<file path="src/rtl/csi2_video_pkg.sv">
// rtl/csi2_video_pkg.sv - shared types and helpers for the CSI-2 video ROI crop stage
package csi2_video_pkg;

  localparam int ROI_COORD_WIDTH = 12;
  localparam int SOF_BIT = 0;

  typedef logic [ROI_COORD_WIDTH-1:0] coord_t;

  typedef struct packed {
    coord_t x_start;
    coord_t x_len;
    coord_t y_start;
    coord_t y_len;
    logic   enable;
  } roi_cfg_t;

  typedef enum logic {
    WAIT_SOF = 1'b0,
    ACTIVE   = 1'b1
  } roi_state_t;

  // Counters park at all-ones instead of wrapping on oversized frames.
  function automatic coord_t coord_sat_inc(input coord_t v);
    return (&v) ? v : v + 1'b1;
  endfunction

endpackage

</file>
<file path="src/rtl/csi2_roi_coord_cnt.sv">
// rtl/csi2_roi_coord_cnt.sv - pixel column/row counters and window compare for the ROI crop
module csi2_roi_coord_cnt
  import csi2_video_pkg::*;
(
  input  logic     clk_i,
  input  logic     srst_i,
  input  logic     beat_i,
  input  logic     sof_i,
  input  logic     eol_i,
  input  roi_cfg_t cfg_i,
  output logic     keep_o,
  output logic     edge_eol_o,
  output logic     short_line_o,
  output logic     x_nonzero_o
);

  coord_t x_q;
  coord_t y_q;
  coord_t x_cur;
  coord_t y_cur;
  logic [ROI_COORD_WIDTH:0] x_end;
  logic [ROI_COORD_WIDTH:0] y_end;
  logic [ROI_COORD_WIDTH:0] x_inc;
  logic x_in;
  logic y_in;

  // An SOF beat is itself pixel (0,0), so it sees zeroed coordinates.
  assign x_cur = sof_i ? '0 : x_q;
  assign y_cur = sof_i ? '0 : y_q;

  // One extra bit so start+len never overflows; x+1 == end marks the right edge.
  assign x_end = {1'b0, cfg_i.x_start} + {1'b0, cfg_i.x_len};
  assign y_end = {1'b0, cfg_i.y_start} + {1'b0, cfg_i.y_len};
  assign x_inc = {1'b0, x_cur} + 1'b1;

  assign x_in = (x_cur >= cfg_i.x_start) && ({1'b0, x_cur} < x_end);
  assign y_in = (y_cur >= cfg_i.y_start) && ({1'b0, y_cur} < y_end);

  assign keep_o       = !cfg_i.enable || (x_in && y_in);
  assign edge_eol_o   = x_in && y_in && (x_inc == x_end);
  assign short_line_o = cfg_i.enable && eol_i && y_in && (x_inc < x_end);
  assign x_nonzero_o  = (x_q != '0);

  always_ff @(posedge clk_i) begin
    if (srst_i) begin
      x_q <= '0;
      y_q <= '0;
    end else if (beat_i) begin
      if (eol_i) begin
        x_q <= '0;
        y_q <= coord_sat_inc(y_cur);
      end else begin
        x_q <= coord_sat_inc(x_cur);
        y_q <= y_cur;
      end
    end
  end

endmodule

</file>
<file path="src/rtl/csi2_video_roi_crop.sv">
// rtl/csi2_video_roi_crop.sv - rectangular region-of-interest crop on a CSI-2 pixel stream
module csi2_video_roi_crop
  import csi2_video_pkg::*;
#(
  parameter int PX_WIDTH    = 10,
  parameter int TDATA_WIDTH = 16,
  parameter int COORD_WIDTH = ROI_COORD_WIDTH
) (
  input  logic                     clk_i,
  input  logic                     srst_i,
  input  logic                     enable_i,
  input  logic [COORD_WIDTH-1:0]   x_start_i,
  input  logic [COORD_WIDTH-1:0]   x_len_i,
  input  logic [COORD_WIDTH-1:0]   y_start_i,
  input  logic [COORD_WIDTH-1:0]   y_len_i,
  input  logic [TDATA_WIDTH-1:0]   video_i_tdata,
  input  logic                     video_i_tvalid,
  output logic                     video_i_tready,
  input  logic                     video_i_tlast,
  input  logic [0:0]               video_i_tuser,
  output logic [TDATA_WIDTH-1:0]   video_o_tdata,
  output logic                     video_o_tvalid,
  input  logic                     video_o_tready,
  output logic                     video_o_tlast,
  output logic [0:0]               video_o_tuser,
  output logic [TDATA_WIDTH/8-1:0] video_o_tkeep,
  output logic [TDATA_WIDTH/8-1:0] video_o_tstrb,
  output logic [0:0]               video_o_tid,
  output logic [0:0]               video_o_tdest,
  output logic                     short_line_o,
  output logic                     frame_err_o
);

  roi_state_t state_q;
  roi_cfg_t   cfg_q;
  roi_cfg_t   cfg_live;
  roi_cfg_t   cfg_eff;
  logic       sof_pending_q;

  logic [TDATA_WIDTH-1:0] out_data_q;
  logic                   out_valid_q;
  logic                   out_user_q;
  logic                   out_last_q;

  logic in_ready;
  logic accepted;
  logic sof_in;
  logic sof_beat;
  logic beat;
  logic keep_beat;
  logic cnt_keep;
  logic cnt_edge;
  logic cnt_short;
  logic x_nonzero;
  logic user_next;
  logic last_next;
  logic [TDATA_WIDTH-1:0] data_next;

  // Input is consumed whenever the single output slot is free or draining.
  assign in_ready = !out_valid_q || video_o_tready;
  assign accepted = video_i_tvalid && in_ready;
  assign sof_in   = video_i_tuser[SOF_BIT];
  assign sof_beat = accepted && sof_in;
  assign beat     = accepted && ((state_q == ACTIVE) || sof_in);

  assign cfg_live.x_start = x_start_i;
  assign cfg_live.x_len   = x_len_i;
  assign cfg_live.y_start = y_start_i;
  assign cfg_live.y_len   = y_len_i;
  assign cfg_live.enable  = enable_i;

  // The SOF beat already belongs to the new frame, so it uses the live settings.
  assign cfg_eff = sof_in ? cfg_live : cfg_q;

  csi2_roi_coord_cnt u_coord_cnt (
    .clk_i        (clk_i),
    .srst_i       (srst_i),
    .beat_i       (beat),
    .sof_i        (sof_in),
    .eol_i        (video_i_tlast),
    .cfg_i        (cfg_eff),
    .keep_o       (cnt_keep),
    .edge_eol_o   (cnt_edge),
    .short_line_o (cnt_short),
    .x_nonzero_o  (x_nonzero)
  );

  assign keep_beat = beat && cnt_keep;
  assign user_next = cfg_eff.enable ? (sof_pending_q || sof_in) : sof_in;
  assign last_next = cfg_eff.enable ? (cnt_edge || video_i_tlast) : video_i_tlast;
  assign data_next = {video_i_tdata[TDATA_WIDTH-1:PX_WIDTH], video_i_tdata[PX_WIDTH-1:0]};

  always_ff @(posedge clk_i) begin
    if (srst_i) begin
      state_q       <= WAIT_SOF;
      cfg_q         <= '0;
      sof_pending_q <= 1'b0;
      out_data_q    <= '0;
      out_valid_q   <= 1'b0;
      out_user_q    <= 1'b0;
      out_last_q    <= 1'b0;
      short_line_o  <= 1'b0;
      frame_err_o   <= 1'b0;
    end else begin
      short_line_o <= beat && cnt_short;
      frame_err_o  <= sof_beat && (state_q == ACTIVE) && x_nonzero;
      if (sof_beat) begin
        state_q <= ACTIVE;
        cfg_q   <= cfg_live;
      end
      if (keep_beat) begin
        sof_pending_q <= 1'b0;
      end else if (sof_beat) begin
        sof_pending_q <= 1'b1;
      end
      if (in_ready) begin
        out_valid_q <= keep_beat;
        if (keep_beat) begin
          out_data_q <= data_next;
          out_user_q <= user_next;
          out_last_q <= last_next;
        end
      end
    end
  end

  assign video_i_tready   = in_ready;
  assign video_o_tdata    = out_data_q;
  assign video_o_tvalid   = out_valid_q;
  assign video_o_tuser[0] = out_user_q;
  assign video_o_tlast    = out_last_q;
  assign video_o_tkeep    = '1;
  assign video_o_tstrb    = '1;
  assign video_o_tid      = '0;
  assign video_o_tdest    = '0;

endmodule

</file>
<file path="config.mk">
export PLATFORM = sky130hd
export DESIGN_NAME = csi2_video_roi_crop
export DESIGN_NICKNAME = d
export VERILOG_FILES = /design/src/rtl/csi2_video_pkg.sv /design/src/rtl/csi2_roi_coord_cnt.sv /design/src/rtl/csi2_video_roi_crop.sv
export SDC_FILE = /design/constraint.sdc
export NUM_CORES = 1
export LEC_CHECK = 0
export CELL_PAD_IN_SITES_DETAIL_PLACEMENT = 0
export CELL_PAD_IN_SITES_GLOBAL_PLACEMENT = 1
export CORE_MARGIN = 2
export CORE_UTILIZATION = 39
export DETAILED_ROUTE_END_ITERATION = 16
export GPL_ROUTABILITY_DRIVEN = 0
export HOLD_SLACK_MARGIN = 0.1
export PLACE_DENSITY = 0.81
export SETUP_SLACK_MARGIN = 0.4
export SKIP_CTS_REPAIR_TIMING = 1
export SLEW_MARGIN = 20
export SYNTH_ARGS = -nofsm -noshare
export SYNTH_HDL_FRONTEND = slang
export SYNTH_HIERARCHICAL = 1
export SYNTH_SLANG_ARGS = --single-unit
</file>
<file path="constraint.sdc">
create_clock -name clk_i -period 5.6 [get_ports clk_i]
set_input_delay 1.12 -clock clk_i [delete_from_list [all_inputs] [get_ports clk_i]]
set_output_delay 1.12 -clock clk_i [all_outputs]
set_load 0.05 [all_outputs]
</file>
==> key figures <==
Outcome
  – Status: finished clean

Timing
  – Post-route minimum period: 5090 ps
  – Fin Setup TNS: 0 ps
  – Final count of pins violating max slew: 0
  – Post-route clock period utilization: 0.910
  – Slew Limit Headroom: 0.281
  – Actual slew at the worst max-slew pin: around 1100 ps
  – RSZ-0062 raised after global routing: false
  – Final hold vios: 0
  – Setup violations, final: 0
  – Fin Clk Skew: between 9 and 10 ps
  – Peak Freq: ~0.20 GHz

Power
  – Psw: around 690 uW
  – Clock power share: 0.311
  – Sw frac: 0.343
  – Peak VDD IR: around 0.14 mV
  – Sequential share of power: 0.359
  – Int Pwr: between 1 and 1.5 mW
  – Combinational Power Share: 0.330
  – Tot Pwr: slightly above 2 mW
  – Power per cell area: roughly 200 mW/mm2
  – Leak: 4.10 nW

Clocking
  – Worst-skew pair later-pin latency: around 360 ps
  – Maximum buffer depth of the clock tree: 2
  – Clock-pin slew of the registers on the worst-case setup and hold paths: roughly 80 ps
  – H-tree levels: 3
  – Root buffer cell: clkbuf_16
  – CTS tree: yes
  – CTS sink count: 96
  – CTS buffer count: 9

Worst setup path
  – Startpoint types: input port
  – Flop2flop setup slack: between 1000 and 1500 ps
  – Crit Path Max Fanout: 10
  – Critical path endpoint category: flop
  – Critical path class: in2reg
  – Crit path required time: around 5800 ps
  – Worst Path Arrival: ~5300 ps

Hold path
  – Min-Delay Path Class: reg2reg

Logic synthesis
  – Top post-synthesis cells by area: dfxtp_1 (25%), ha_1 (14%), mux2_2 (7.2%)
  – Register area share after synthesis: 0.251
  – Yosys warnings: 6
  – Post-Syn Area: ~0.0077 mm2
  – Post-synth EDFFs: 0
  – Netlist cell types: 67
  – Synth top area share: 0.251
  – Cells after synthesis: 914
  – Post-synth top cells: a21oi_1 (106), dfxtp_1 (96), ha_1 (84)
  – Synth Flop Type: dfxtp_1
  – Top-count cell post-synth: a21oi_1
  – Dominant cell type by area after synthesis: dfxtp_1
  – Average cell area after synthesis: around 8.4 um2
  – Post-synth ARST share: 0
  – Yosys reg bits: 96

Floorplanning
  – Die H: about 140 um
  – DIE AREA: about 0.021 mm2
  – Initial cell density of the core: 0.395
  – Io pins: 99
  – Die X: approximately 140 um
  – Area of the core: 0.0194 mm2
  – Row Count: 51

Place
  – Port Buf Inserts: 92
  – Post-DP HPWL: between 15000 and 20000 um

Global routing
  – Largest net degree at the start of global routing: between 90 and 100
  – First-pass GRT wire length: between 30000 and 40000 um
  – Overall Global Routing Usage: 0.212
  – Initial antenna violation count: 0
  – Remaining Overflow, GRT: 0
  – Vias in the first global route: roughly 6800

Detailed routing
  – Antenna Nets Post-Route: 0
  – DRT Wirelength: about 23000 um
  – TritonRoute pass-1 iters: 5
  – Drt wl/cell: ~18 um
  – Drt drc: 0
  – Post-DR vias/cell: 5.70
  – Initial DRC count: 470
  – DR vias: approximately 7400

Job
  – Maxcap violations: 0

Layout
  – Layout cells sized above 1: 0.208
  – P&R area growth vs syn: 30.5%
  – Final net count: roughly 1200
  – Filler Cell Count: between 1500 and 2000
## power by group through the flow
stage / registers, mW / clock network, mW / logic, mW
floorplan: 0.763 / 0 / 0.359
finish: 0.725 / 0.628 / 0.667
global route: 0.728 / 0.669 / 0.724
CTS: 0.723 / 0.638 / 0.594
global placement: 0.739 / 0 / 0.587
detailed placement: 0.739 / 0 / 0.589
## sequential cells by signal, summed over array words and instances, names as in the netlist
register / cells
state_q: 1
u_coord_cnt/x_q: 12
sof_pending_q: 1
short_line_o: 1
video_o_tdata: 16
cfg_q: 49
frame_err_o: 1
video_o_tvalid: 1
video_o_tuser: 1
video_o_tlast: 1
u_coord_cnt/y_q: 12
## critical path, stage by stage
cell and delay (ps):
buf_12 130, buf_12 140, mux2_4 330, ha_4 270, and2_4 160, and4_2 240
a2111oi_4 290, and2b_2 270, o21ai_2 110, nand2b_1 80, xnor2_1 120, buf_4 150
ha_4 230, buf_4 150, nand2_4 70, a21oi_2 50, a2111oi_4 370, a221oi_4 140
o21ai_4 240, o21ai_4 120, clkbuf_16 190, o31ai_4 170, a21oi_1 110
## cell usage in the layout, fill, tap and decap left out, types with 7 or more instances in the layout
| cell | count |
|---|---|
| nor2_1 | 30 |
| inv_1 | 39 |
| xnor2_1 | 12 |
| ha_1 | 72 |
| mux2_2 | 34 |
| nor3_1 | 17 |
| o31ai_1 | 56 |
| nand2_1 | 35 |
| dlymetal6s2s_1 | 16 |
| nor2b_1 | 25 |
| a21oi_2 | 8 |
| ha_4 | 10 |
| o21ai_0 | 20 |
| dfxtp_1 | 96 |
| o21a_1 | 7 |
| nand3_1 | 17 |
| xor2_1 | 23 |
| clkbuf_16 | 12 |
| o211ai_1 | 15 |
| buf_4 | 67 |
| a21oi_1 | 97 |
| mux2_4 | 15 |
| buf_12 | 7 |
| a21o_1 | 7 |
| clkdlybuf4s50_1 | 73 |
| nand4_1 | 72 |
| o31ai_2 | 11 |
| nand2b_1 | 23 |
| nor4_1 | 7 |
| a211oi_1 | 8 |
## layer usage
layer	share of wire	vias up	GRT usage
met5	0	-	0
met4	0.021	0	0.0608
met3	0.055	29	0.0318
met2	0.44	211	0.322
met1	0.49	3512	0.311
li1	-	3629	-
## cells by family after synthesis
kind of cell,synth area share
AND/OR/NAND/NOR,0.191
XOR/XNOR,0.0432
adder cells (fa/ha/maj),0.142
AO/OA/AOI/OAI,0.227
buffers and inverters,0.0741
other,0.000979
multiplexers,0.0719
flip-flops,0.251
## cell type report
| cell class | instances | area [um2] | share of cell area |
|---|---|---|---|
| multi-input combinational | 705 | 5650 | 0.564 |
| sequential | 96 | 1920 | 0.192 |
| timing repair buffer | 167 | 1650 | 0.165 |
| tap | 265 | 332 | 0.0331 |
| clock buffer | 9 | 225 | 0.0225 |
| inverter | 44 | 165 | 0.0165 |
| clock inverter | 7 | 61.3 | 0.00612 |
| antenna | 1 | 2.50 | 0.000250 |
## per-stage QoR
stage	cell area, um2	std cells	hold WS [ps]	setup slack (ps)	util
final	10000	1294	468	506	0.516
after global routing	10000	1293	484	349	0.516
after CTS	9410	1278	470	176	0.485
after detailed placement	9120	1262	459	-207	0.470
after global placement	9120	1262	451	-121	0.470
after floorplan	7780	918	446	404	-
## final timing paths
kind | endpoint | cells after the start | startpoint
setup reg to reg | video_o_tdata[5]$_SDFFE_PP0P_ | 21 | cfg_q[43]$_SDFFE_PP0P_
hold reg to reg | video_o_tdata[14]$_SDFFE_PP0P_ | 2 | video_o_tdata[14]$_SDFFE_PP0P_
setup / recovery | video_o_tdata[5]$_SDFFE_PP0P_ | 23 | video_i_tuser
hold / removal | video_o_tdata[14]$_SDFFE_PP0P_ | 2 | video_o_tdata[14]$_SDFFE_PP0P_
(Power assumes the default switching activity.)
